**config.mk**
```make
export PLATFORM = sky130hd
export DESIGN_NAME = rv32i_pipe_core
export DESIGN_NICKNAME = d
export VERILOG_FILES = /design/src/rtl/rv32i_pkg.sv /design/src/rtl/rv32i_alu.sv /design/src/rtl/rv32i_pipe_core.sv
export SDC_FILE = /design/constraint.sdc
export NUM_CORES = 2
export LEC_CHECK = 0
export BUFFER_PORTS_ARGS = -buffer_cell sky130_fd_sc_hd__buf_2
export CORE_MARGIN = 10
export CORE_UTILIZATION = 52
export CTS_BUF_LIST = sky130_fd_sc_hd__clkbuf_2
export DETAILED_ROUTE_END_ITERATION = 10
export PLACE_DENSITY = 0.68
export SLEW_MARGIN = 25
export SYNTH_ARGS = -nofsm -noshare
export SYNTH_HDL_FRONTEND = slang
export SYNTH_HIERARCHICAL = 1
export SYNTH_SLANG_ARGS = --single-unit
export TNS_END_PERCENT = 1
```
**constraint.sdc**
```tcl
create_clock -name clk -period 6.1 [get_ports clk]
set_input_delay 1.22 -clock clk [delete_from_list [all_inputs] [get_ports clk]]
set_output_delay 1.22 -clock clk [all_outputs]
set_load 0.1 [all_outputs]
```
**src/rtl/rv32i_pkg.sv**
```systemverilog
// rtl/rv32i_pkg.sv - shared opcodes, enums, pipeline register structs and decode helpers
package rv32i_pkg;

    localparam logic [6:0] OP_LUI    = 7'b0110111;
    localparam logic [6:0] OP_AUIPC  = 7'b0010111;
    localparam logic [6:0] OP_JAL    = 7'b1101111;
    localparam logic [6:0] OP_JALR   = 7'b1100111;
    localparam logic [6:0] OP_BRANCH = 7'b1100011;
    localparam logic [6:0] OP_LOAD   = 7'b0000011;
    localparam logic [6:0] OP_STORE  = 7'b0100011;
    localparam logic [6:0] OP_IMM    = 7'b0010011;
    localparam logic [6:0] OP_REG    = 7'b0110011;

    localparam logic [2:0] F3_ADD  = 3'b000;
    localparam logic [2:0] F3_SLL  = 3'b001;
    localparam logic [2:0] F3_SLT  = 3'b010;
    localparam logic [2:0] F3_SLTU = 3'b011;
    localparam logic [2:0] F3_XOR  = 3'b100;
    localparam logic [2:0] F3_SR   = 3'b101;
    localparam logic [2:0] F3_OR   = 3'b110;
    localparam logic [2:0] F3_AND  = 3'b111;

    localparam logic [2:0] F3_BEQ  = 3'b000;
    localparam logic [2:0] F3_BNE  = 3'b001;
    localparam logic [2:0] F3_BLT  = 3'b100;
    localparam logic [2:0] F3_BGE  = 3'b101;
    localparam logic [2:0] F3_BLTU = 3'b110;
    localparam logic [2:0] F3_BGEU = 3'b111;

    localparam logic [2:0] F3_B  = 3'b000;
    localparam logic [2:0] F3_H  = 3'b001;
    localparam logic [2:0] F3_W  = 3'b010;
    localparam logic [2:0] F3_BU = 3'b100;
    localparam logic [2:0] F3_HU = 3'b101;

    typedef enum logic [3:0] {
        ALU_ADD, ALU_SUB, ALU_SLL, ALU_SLT, ALU_SLTU,
        ALU_XOR, ALU_SRL, ALU_SRA, ALU_OR, ALU_AND
    } alu_op_t;

    typedef enum logic [2:0] { IMM_I, IMM_S, IMM_B, IMM_U, IMM_J } imm_type_t;

    typedef enum logic [1:0] { A_RS1, A_PC, A_ZERO } a_sel_t;

    typedef struct packed {
        logic        valid;
        logic [31:0] pc;
        logic [31:0] instr;
    } if_id_t;

    typedef struct packed {
        logic        valid;
        logic [31:0] pc;
        logic [31:0] rs1_data;
        logic [31:0] rs2_data;
        logic [31:0] imm;
        logic [4:0]  rd;
        logic [2:0]  funct3;
        alu_op_t     alu_op;
        a_sel_t      a_sel;
        logic        b_imm;
        logic        regwrite;
        logic        mem_read;
        logic        mem_write;
        logic        branch;
        logic        jump;
        logic        jalr;
    } id_ex_t;

    typedef struct packed {
        logic        valid;
        logic [31:0] result;
        logic [31:0] rs2_data;
        logic [4:0]  rd;
        logic [2:0]  funct3;
        logic        regwrite;
        logic        mem_read;
        logic        mem_write;
    } ex_mem_t;

    typedef struct packed {
        logic        valid;
        logic [4:0]  rd;
        logic        regwrite;
        logic [31:0] wdata;
    } mem_wb_t;

    function automatic logic [31:0] gen_imm(input logic [31:0] instr, input imm_type_t t);
        case (t)
            IMM_S:   return {{20{instr[31]}}, instr[31:25], instr[11:7]};
            IMM_B:   return {{19{instr[31]}}, instr[31], instr[7], instr[30:25], instr[11:8], 1'b0};
            IMM_U:   return {instr[31:12], 12'b0};
            IMM_J:   return {{11{instr[31]}}, instr[31], instr[19:12], instr[20], instr[30:21], 1'b0};
            default: return {{20{instr[31]}}, instr[31:20]};
        endcase
    endfunction

    // alt is instr[30]; the caller masks it for immediate forms other than SRAI
    function automatic alu_op_t decode_alu(input logic [2:0] f3, input logic alt);
        case (f3)
            F3_ADD:  return alt ? ALU_SUB : ALU_ADD;
            F3_SLL:  return ALU_SLL;
            F3_SLT:  return ALU_SLT;
            F3_SLTU: return ALU_SLTU;
            F3_XOR:  return ALU_XOR;
            F3_SR:   return alt ? ALU_SRA : ALU_SRL;
            F3_OR:   return ALU_OR;
            default: return ALU_AND;
        endcase
    endfunction

endpackage

```
**src/rtl/rv32i_alu.sv**
```systemverilog
// rtl/rv32i_alu.sv - combinational integer ALU with branch comparator
module rv32i_alu
    import rv32i_pkg::*;
(
    input  alu_op_t     alu_op,
    input  logic [31:0] a,
    input  logic [31:0] b,
    input  logic [2:0]  funct3,
    input  logic [31:0] cmp_a,
    input  logic [31:0] cmp_b,
    output logic [31:0] result,
    output logic        branch_taken
);

    always_comb begin
        result = 32'h0;
        case (alu_op)
            ALU_ADD:  result = a + b;
            ALU_SUB:  result = a - b;
            ALU_SLL:  result = a << b[4:0];
            ALU_SLT:  result = {31'b0, $signed(a) < $signed(b)};
            ALU_SLTU: result = {31'b0, a < b};
            ALU_XOR:  result = a ^ b;
            ALU_SRL:  result = a >> b[4:0];
            ALU_SRA:  result = $unsigned($signed(a) >>> b[4:0]);
            ALU_OR:   result = a | b;
            ALU_AND:  result = a & b;
            default:  result = 32'h0;
        endcase
    end

    always_comb begin
        branch_taken = 1'b0;
        case (funct3)
            F3_BEQ:  branch_taken = (cmp_a == cmp_b);
            F3_BNE:  branch_taken = (cmp_a != cmp_b);
            F3_BLT:  branch_taken = ($signed(cmp_a) < $signed(cmp_b));
            F3_BGE:  branch_taken = ($signed(cmp_a) >= $signed(cmp_b));
            F3_BLTU: branch_taken = (cmp_a < cmp_b);
            F3_BGEU: branch_taken = (cmp_a >= cmp_b);
            default: branch_taken = 1'b0;
        endcase
    end

endmodule

```
**src/rtl/rv32i_pipe_core.sv**
```systemverilog
// rtl/rv32i_pipe_core.sv - 5-stage in-order RV32I core, stall-only RAW handling, flush on taken control flow
module rv32i_pipe_core
    import rv32i_pkg::*;
#(
    parameter logic [31:0] RESET_PC = 32'h0,
    parameter int          DMEM_AW  = 6
) (
    input  logic               clk,
    input  logic               reset,
    input  logic [31:0]        instruction_if,
    output logic [31:0]        pc_if,
    input  logic [31:0]        dmem_rdata,
    output logic               dmem_w_en,
    output logic [31:0]        dmem_wdata,
    output logic [DMEM_AW-1:0] dmem_addr
);

    logic [31:0] pc;
    if_id_t      if_id;
    id_ex_t      id_ex, id_ex_next;
    ex_mem_t     ex_mem, ex_mem_next;
    mem_wb_t     mem_wb, mem_wb_next;
    logic [31:0] regs [32];

    logic [6:0]  opcode;
    logic [4:0]  rs1, rs2;
    logic [2:0]  f3;
    imm_type_t   imm_type;
    logic        use_rs1, use_rs2;
    logic        wb_we;
    logic [31:0] rs1_val, rs2_val;
    logic        haz1, haz2, stall, flush;
    logic [31:0] flush_target;

    assign pc_if  = pc;
    assign opcode = if_id.instr[6:0];
    assign rs1    = if_id.instr[19:15];
    assign rs2    = if_id.instr[24:20];
    assign f3     = if_id.instr[14:12];

    // Register file read with write-through from the WB stage
    assign wb_we   = mem_wb.valid && mem_wb.regwrite && (mem_wb.rd != 5'd0);
    assign rs1_val = (rs1 == 5'd0) ? 32'h0 :
                     (wb_we && mem_wb.rd == rs1) ? mem_wb.wdata : regs[rs1];
    assign rs2_val = (rs2 == 5'd0) ? 32'h0 :
                     (wb_we && mem_wb.rd == rs2) ? mem_wb.wdata : regs[rs2];

    always_comb begin
        id_ex_next          = '0;
        imm_type            = IMM_I;
        use_rs1             = 1'b0;
        use_rs2             = 1'b0;
        id_ex_next.valid    = if_id.valid;
        id_ex_next.pc       = if_id.pc;
        id_ex_next.rd       = if_id.instr[11:7];
        id_ex_next.funct3   = f3;
        id_ex_next.rs1_data = rs1_val;
        id_ex_next.rs2_data = rs2_val;
        id_ex_next.alu_op   = ALU_ADD;
        id_ex_next.a_sel    = A_RS1;
        id_ex_next.b_imm    = 1'b1;
        case (opcode)
            OP_LUI: begin
                id_ex_next.a_sel    = A_ZERO;
                imm_type            = IMM_U;
                id_ex_next.regwrite = 1'b1;
            end
            OP_AUIPC: begin
                id_ex_next.a_sel    = A_PC;
                imm_type            = IMM_U;
                id_ex_next.regwrite = 1'b1;
            end
            OP_JAL: begin
                id_ex_next.a_sel    = A_PC;
                imm_type            = IMM_J;
                id_ex_next.regwrite = 1'b1;
                id_ex_next.jump     = 1'b1;
            end
            OP_JALR: begin
                id_ex_next.regwrite = 1'b1;
                id_ex_next.jump     = 1'b1;
                id_ex_next.jalr     = 1'b1;
                use_rs1             = 1'b1;
            end
            OP_BRANCH: begin
                id_ex_next.a_sel    = A_PC;
                imm_type            = IMM_B;
                id_ex_next.branch   = 1'b1;
                use_rs1             = 1'b1;
                use_rs2             = 1'b1;
            end
            OP_LOAD: begin
                id_ex_next.regwrite = 1'b1;
                id_ex_next.mem_read = 1'b1;
                use_rs1             = 1'b1;
            end
            OP_STORE: begin
                imm_type             = IMM_S;
                id_ex_next.mem_write = 1'b1;
                use_rs1              = 1'b1;
                use_rs2              = 1'b1;
            end
            OP_IMM: begin
                id_ex_next.alu_op   = decode_alu(f3, (f3 == F3_SR) && if_id.instr[30]);
                id_ex_next.regwrite = 1'b1;
                use_rs1             = 1'b1;
            end
            OP_REG: begin
                id_ex_next.alu_op   = decode_alu(f3, if_id.instr[30]);
                id_ex_next.b_imm    = 1'b0;
                id_ex_next.regwrite = 1'b1;
                use_rs1             = 1'b1;
                use_rs2             = 1'b1;
            end
            default: ;
        endcase
        id_ex_next.imm = gen_imm(if_id.instr, imm_type);
    end

    // WB results are bypassed into ID, so only EX and MEM producers can block
    assign haz1  = use_rs1 && (rs1 != 5'd0) &&
                   ((id_ex.valid && id_ex.regwrite && id_ex.rd == rs1) ||
                    (ex_mem.valid && ex_mem.regwrite && ex_mem.rd == rs1));
    assign haz2  = use_rs2 && (rs2 != 5'd0) &&
                   ((id_ex.valid && id_ex.regwrite && id_ex.rd == rs2) ||
                    (ex_mem.valid && ex_mem.regwrite && ex_mem.rd == rs2));
    assign stall = if_id.valid && (haz1 || haz2);

    logic [31:0] alu_a, alu_b, alu_result;
    logic        br_taken;

    always_comb begin
        alu_a = id_ex.rs1_data;
        case (id_ex.a_sel)
            A_PC:    alu_a = id_ex.pc;
            A_ZERO:  alu_a = 32'h0;
            default: alu_a = id_ex.rs1_data;
        endcase
    end

    assign alu_b = id_ex.b_imm ? id_ex.imm : id_ex.rs2_data;

    rv32i_alu u_alu (
        .alu_op       (id_ex.alu_op),
        .a            (alu_a),
        .b            (alu_b),
        .funct3       (id_ex.funct3),
        .cmp_a        (id_ex.rs1_data),
        .cmp_b        (id_ex.rs2_data),
        .result       (alu_result),
        .branch_taken (br_taken)
    );

    assign flush        = id_ex.valid && (id_ex.jump || (id_ex.branch && br_taken));
    assign flush_target = id_ex.jalr ? {alu_result[31:1], 1'b0} : alu_result;

    always_comb begin
        ex_mem_next           = '0;
        ex_mem_next.valid     = id_ex.valid;
        ex_mem_next.result    = id_ex.jump ? id_ex.pc + 32'd4 : alu_result;
        ex_mem_next.rs2_data  = id_ex.rs2_data;
        ex_mem_next.rd        = id_ex.rd;
        ex_mem_next.funct3    = id_ex.funct3;
        ex_mem_next.regwrite  = id_ex.regwrite;
        ex_mem_next.mem_read  = id_ex.mem_read;
        ex_mem_next.mem_write = id_ex.mem_write;
    end

    logic [1:0]  byte_off;
    logic [31:0] load_shift, load_data, store_data;

    assign byte_off   = ex_mem.result[1:0];
    assign load_shift = dmem_rdata >> {byte_off, 3'b000};
    assign dmem_addr  = ex_mem.result[DMEM_AW+1:2];
    assign dmem_w_en  = ex_mem.valid && ex_mem.mem_write;
    assign dmem_wdata = store_data;

    always_comb begin
        load_data = dmem_rdata;
        case (ex_mem.funct3)
            F3_B:    load_data = {{24{load_shift[7]}}, load_shift[7:0]};
            F3_H:    load_data = {{16{load_shift[15]}}, load_shift[15:0]};
            F3_BU:   load_data = {24'b0, load_shift[7:0]};
            F3_HU:   load_data = {16'b0, load_shift[15:0]};
            default: load_data = dmem_rdata;
        endcase
    end

    // Sub-word stores merge into the word currently read at the same address
    always_comb begin
        store_data = ex_mem.rs2_data;
        if (ex_mem.mem_write && ex_mem.funct3 == F3_B) begin
            store_data = dmem_rdata;
            store_data[{byte_off, 3'b000} +: 8] = ex_mem.rs2_data[7:0];
        end else if (ex_mem.mem_write && ex_mem.funct3 == F3_H) begin
            store_data = dmem_rdata;
            store_data[{byte_off[1], 4'b0000} +: 16] = ex_mem.rs2_data[15:0];
        end
    end

    always_comb begin
        mem_wb_next          = '0;
        mem_wb_next.valid    = ex_mem.valid;
        mem_wb_next.rd       = ex_mem.rd;
        mem_wb_next.regwrite = ex_mem.regwrite;
        mem_wb_next.wdata    = ex_mem.mem_read ? load_data : ex_mem.result;
    end

    always_ff @(posedge clk) begin
        if (!reset) begin
            pc     <= RESET_PC;
            if_id  <= '0;
            id_ex  <= '0;
            ex_mem <= '0;
            mem_wb <= '0;
            for (int i = 0; i < 32; i++) regs[i] <= 32'h0;
        end else begin
            if (flush)       pc <= flush_target;
            else if (!stall) pc <= pc + 32'd4;

            if (flush)       if_id <= '0;
            else if (!stall) if_id <= '{valid: 1'b1, pc: pc, instr: instruction_if};

            if (flush || stall) id_ex <= '0;
            else                id_ex <= id_ex_next;

            ex_mem <= ex_mem_next;
            mem_wb <= mem_wb_next;
            if (wb_we) regs[mem_wb.rd] <= mem_wb.wdata;
        end
    end

endmodule

```
Yosys cells after proc, flatten, opt, wreduce, memory -nomap -nowiden --
Memory sizes are Yosys's and may differ from the RTL's. A register that Yosys moved wholly into a read port is not among the register bits. Cells that the tools add are included.
Storage, ports and cells: output and inout bits 71, register bits after elaboration 298, input bits 66, memories kept 1, RAM bits 1024
Cells by class: add/sub/neg operators 6, eq/ne operators 45, bitwise gates (word level) 4, shifts and indexed selects 8, reductions and logical operators 44, multiplexer cells 40, $lt $le $gt $ge 6
Memories:
- regs | depth 32, width 32, rd ports 2, clocked after memory_dff 2, write ports 32, RTL line rv32i_pipe_core.sv:23 | logic [31:0] regs [32];
Operators with widths (count):
- case mux 32 bit (10 select lines) | 1
- 2-to-1 mux 32 bit | 8
- < comparator 32 bit | 4
- case mux 32 bit (4 select lines) | 1
- case mux 31 bit (4 select lines) | 1
- adder 32 x 3 -> 32 bit (second input constant) | 2
- bitwise mux 32 bit | 2
- >= comparator 32 bit | 2
- case mux 32 bit (2 select lines) | 1
- case mux 4 bit (7 select lines) | 2
- adder 32 bit | 1
- bitwise AND 32 bit | 1
- equality test 32 bit | 1
- != test 32 bit | 1
- bitwise OR 32 bit | 1
- OR reduction 32 bit | 1
- variable shift 16 x 7 -> 32 bit (first input constant) | 1
- variable shift 8 x 7 -> 32 bit (first input constant) | 1
- variable part select 16 x 7 -> 32 bit | 1
- variable part select 8 x 7 -> 32 bit | 1
- << shifter 32 x 5 -> 32 bit | 1
- >> shifter 32 x 5 -> 16 bit | 1
- >> shifter 32 x 5 -> 32 bit | 1
- >>> shifter 32 x 5 -> 32 bit | 1
- other kinds (35) | 115

Longest topological paths before layout --
depth in word-level cells 9, depth in mapped cells 22

Cells and area by module --
The synthesis kept the hierarchy.
Modules (own cells, without submodules):
- rv32i_pipe_core | times used 1, cells each 5228, area each 68052.8 sq um
- rv32i_alu | times used 1, cells each 1339, area each 9316.4 sq um

Least setup slack after synthesis --
OpenSTA, ideal clock, no wires.
path kind reg2out, from reg ex_mem (netlist bit byte_off[0]), to out dmem_wdata[30], stages on the path, launching flop included 7, data arrival time 3.784 ns, setup slack 1.096 ns, cell sequence dfxtp_1 > buf_1 > inv_1 > ha_1 > nor4_1 > a221oi_1 > a21oi_1
Between the ends: cells in the longest elaborated chain, start to end 4
Ends and longest elaborated chain:
- start, declared | RTL line rv32i_pipe_core.sv:21 | ex_mem_t ex_mem, ex_mem_next;
- start signal, assigned | RTL line rv32i_pipe_core.sv:227 | ex_mem <= ex_mem_next;
- negator 5 -> 7 bit * | RTL line rv32i_pipe_core.sv:194 | store_data[{byte_off, 3'b000} +: 8] = ex_mem.rs2_data[7:0];
- variable part select 8 x 7 -> 32 bit or variable shift 8 x 7 -> 32 bit (tied branches) | RTL line rv32i_pipe_core.sv:194
- bitwise mux 32 bit * | RTL line rv32i_pipe_core.sv:194
- 2-to-1 mux 32 bit * | RTL line rv32i_pipe_core.sv:192 | if (ex_mem.mem_write && ex_mem.funct3 == F3_B) begin
- end, declared | RTL line rv32i_pipe_core.sv:14 | output logic [31:0] dmem_wdata,
Every way passes the cells marked *; elsewhere a longest branch is shown, timed or not.

Worst setup path in the final report --
from reg ex_mem[4] (netlist name), to out dmem_wdata[1]
Between the ends: cells in the longest elaborated chain, start to end 4
Ends and longest elaborated chain:
- equality test 3 x 1 -> 1 bit | RTL line rv32i_pipe_core.sv:195 | end else if (ex_mem.mem_write && ex_mem.funct3 == F3_H) begin
- logical AND 1 bit | RTL line rv32i_pipe_core.sv:195
- 2-to-1 mux 32 bit | RTL line rv32i_pipe_core.sv:195
- 2-to-1 mux 32 bit * | RTL line rv32i_pipe_core.sv:192
Marks and branches as above.

==> impl_metrics.ini <==
[run_status]
status = complete, no violations

[timing]
relSlewSlack = 0.132
setup_viol = 0
min_period_over_period = 0.927
slew_viol_final = 0
worstMarginPinSlew_ps = 1290
tns_ps = 0
finClkSkew_ps = 226
finalCriticalPeriod_ps = 5650
finalHoldViolCount = 0
fmax_mhz = 177
rsz0062_at_grt = false

[cells_and_area]
drive_above_1_share = 0.243
multi_input_area_sq_mm = 0.0370
syn_to_final_growth_pct = 10.1
final_common_cell = and2_1
layout.nets = 7071
fill_cells = 12500
regArea_sq_mm = 0.0380
layout_common_cells = and2_1, edfxtp_1, mux4_2

[clock_tree]
cts_buffer_depth = 4
cts_inserted_buffers = 370
root_buffer = clkbuf_2
postCtsSetupRepairBufs = 0
htreeDepth = 5
cts_num_sinks = 1386
clock_latency_ps = 1860
cts.clk_slew.worst_paths_ps = 100
cts_tree = done

[floorplan]
die_area_sq_mm = 0.165
ios = 137
core_area_sq_mm = 0.148
die_w_um = 406
dieHeight_um = 406
start_util = 0.523
row_count = 141

[global_route]
top_usage_layer = met2
grt_pass1_wl_mm = 446
grt_start_max_net_pins = 104
gr-total-overflow = 0
grt_pass1_vias = 59700
use_met2 = 0.592
gr-usage-met1 = 0.452
grt_usage = 0.383
antenna_found_initial = 31
met3_usage = 0.0933

[setup_path]
cp_max_fo = 35
arrival_ps = 4430
critical_path.cell_chain = buf_4 > nor2_1 > nand2_1 > or2_2 > o21ai_1 > a22o_1 > buf_2
critPathBufInv = 2
cp_top_family = simple AND/OR/NAND/NOR gates
critPathCaptureType = primary output
cp-start-kind = flip-flop
crit_slowest_cell = o21ai_1
worstPathRequired_ps = 4880
slowest_delay_ps = 600
worstSetupPathType = flip-flop to primary output

[detailed_routing]
post-route-drc-count = 0
routed_via_density = 6.79
firstDrtPassIters = 7
finalWirelength_mm = 321
ant_nets = 0
wl_per_cell_um = 35.4
vias = 61400
drtIter0Drc = 9784

[synth]
ys_seq_area_frac = 0.491
async_flop_share = 0
synth_cells = 6567
synth_top_area_share = 0.397
syn_area_per_cell_sq_um = 11.8
synthDistinctLibCells = 90
yosys.area.top_type = edfxtp_1
synth_edf_count = 1024
ys_seq_elements = 1386
synth_area_leaders = edfxtp_1, mux4_2, dfxtp_1
netlist_area_sq_mm = 0.0774
synthFlopType = edfxtp_1
yosysWarningCount = 6

[placed_design]
place.gp.congestion = 1.05
hpwl_mm = 216
numPortBuffers = 136

[flow_run]
cap_violations = 0

[power_and_ir_drop]
powerDensity_mw_per_mm2 = 252
ir_worst_vdd_mv = 0.155
power_mw = 21.4
leakage_nw = 31.6

[min_path]
hold_class = input pin to flip-flop
flip-flops by register name (all words and copies together) (netlist names):
| register | count |
|---|---|
| regs | 1024 |
| id_ex | 106 |
| ex_mem | 68 |
| ex_mem_next | 44 |
| mem_wb | 39 |
| id_ex_next | 38 |
| pc_if | 32 |
| if_id | 24 |
| dmem_addr | 6 |
| f3 | 3 |
| byte_off | 2 |
metal layers:
layer	routed length (um)	up-vias	part of all wire
met5	104	-	0.00032
met4	32300	16	0.10
met3	35900	1048	0.11
met2	146000	4680	0.45
met1	107000	30400	0.33
li1	-	25300	-
power by group:
part / leakage, nW / switching, mW / total [mW] / internal (mW)
clock network: 2.38 / 3.99 / 6.41 / 2.42
registers: 13.5 / 0.418 / 10.9 / 10.5
logic: 15.6 / 2.69 / 4.14 / 1.45
synth_stat cells (40+ instances only):
library cell	instances
and2_1	1104
edfxtp_1	1024
mux4_2	568
nand2_1	515
clkbuf_1	484
dfxtp_1	362
a21oi_1	336
nor2_1	281
o22ai_1	279
o21ai_0	241
inv_1	158
ha_1	137
nor4_1	88
nand3_1	73
mux2i_1	68
buf_2	67
xnor2_1	51
nor3_1	49
buf_1	46
or3_1	45
a211oi_1	41
mux2_2	40
metrics by stage:
| stage | setup slack (ps) | hold WS [ps] | cells | instance area [sq um] | util |
|---|---|---|---|---|---|
| 2_1_floorplan | 1100 | 412 | 6598 | 77500 | - |
| 3_3_place_gp | 1110 | 416 | 8357 | 81200 | 0.550 |
| 3_5_place_dp | 1040 | 418 | 8358 | 81300 | 0.550 |
| 4_1_cts | 133 | 26.0 | 9031 | 85000 | 0.575 |
| 5_1_grt | 165 | 74.7 | 9039 | 85100 | 0.576 |
| 6_report | 447 | 180 | 9046 | 85200 | 0.576 |
timing repair:
action | in CTS | in global routing
hold endpoints to repair | 72 | 0
setup endpoints to repair | 0 | 17
gates resized for setup | 0 | 3
hold buffers | 65 | 0
logic make-up after synthesis:
family | after synthesis | synth area share
and+or+nand+nor | 2312 | 0.161
DFF | 1386 | 0.491
AOI/OAI and AO/OA | 1199 | 0.0964
buffers and inverters | 779 | 0.0401
muxes | 679 | 0.181
adders and majority gates | 139 | 0.0227
xor gates and xnor gates | 72 | 0.00815
other | 1 | 0.0000485
worst paths after layout:
kind | slack (ps) | end | start | depth (start not counted)
worst max-delay path | 450 | dmem_wdata[1] | ex_mem[4]$_SDFF_PN0_ | 7
worst min-delay path | 180 | mem_wb[10]$_SDFF_PN0_ | dmem_rdata[10] | 4
worst max register to register | 910 | ex_mem[74]$_SDFF_PN0_ | id_ex[8]$_SDFF_PP0_ | 19
worst min register to register | 440 | ex_mem[1]$_SDFF_PN0_ | ex_mem_next[1]$_SDFF_PP0_ | 1
cell type report:
type                    instances  area share
diodes                         14    0.000411
clock buffers                 517      0.0304
clock inverters                91     0.00550
inverters                     163     0.00721
multi-input cells            4433       0.435
flip-flops and latches       1386       0.447
well taps                    1930      0.0284
repair buffers                512      0.0470
worst register-to-register path, cell delays in order (launching register included):
cell	delay, ps
dfxtp_1	320
inv_1	40
ha_1	480
buf_4	460
nand2_1	130
o21ai_0	150
buf_4	220
inv_1	70
ha_1	510
and4_1	310
nand4_1	120
and3_1	210
o31a_1	370
nor2_1	430
a221oi_1	180
o311ai_0	450
a21oi_1	80
o31ai_1	340
o21ai_0	130
a21oi_1	160
No activity file was read; power rests on OpenSTA's default activity.
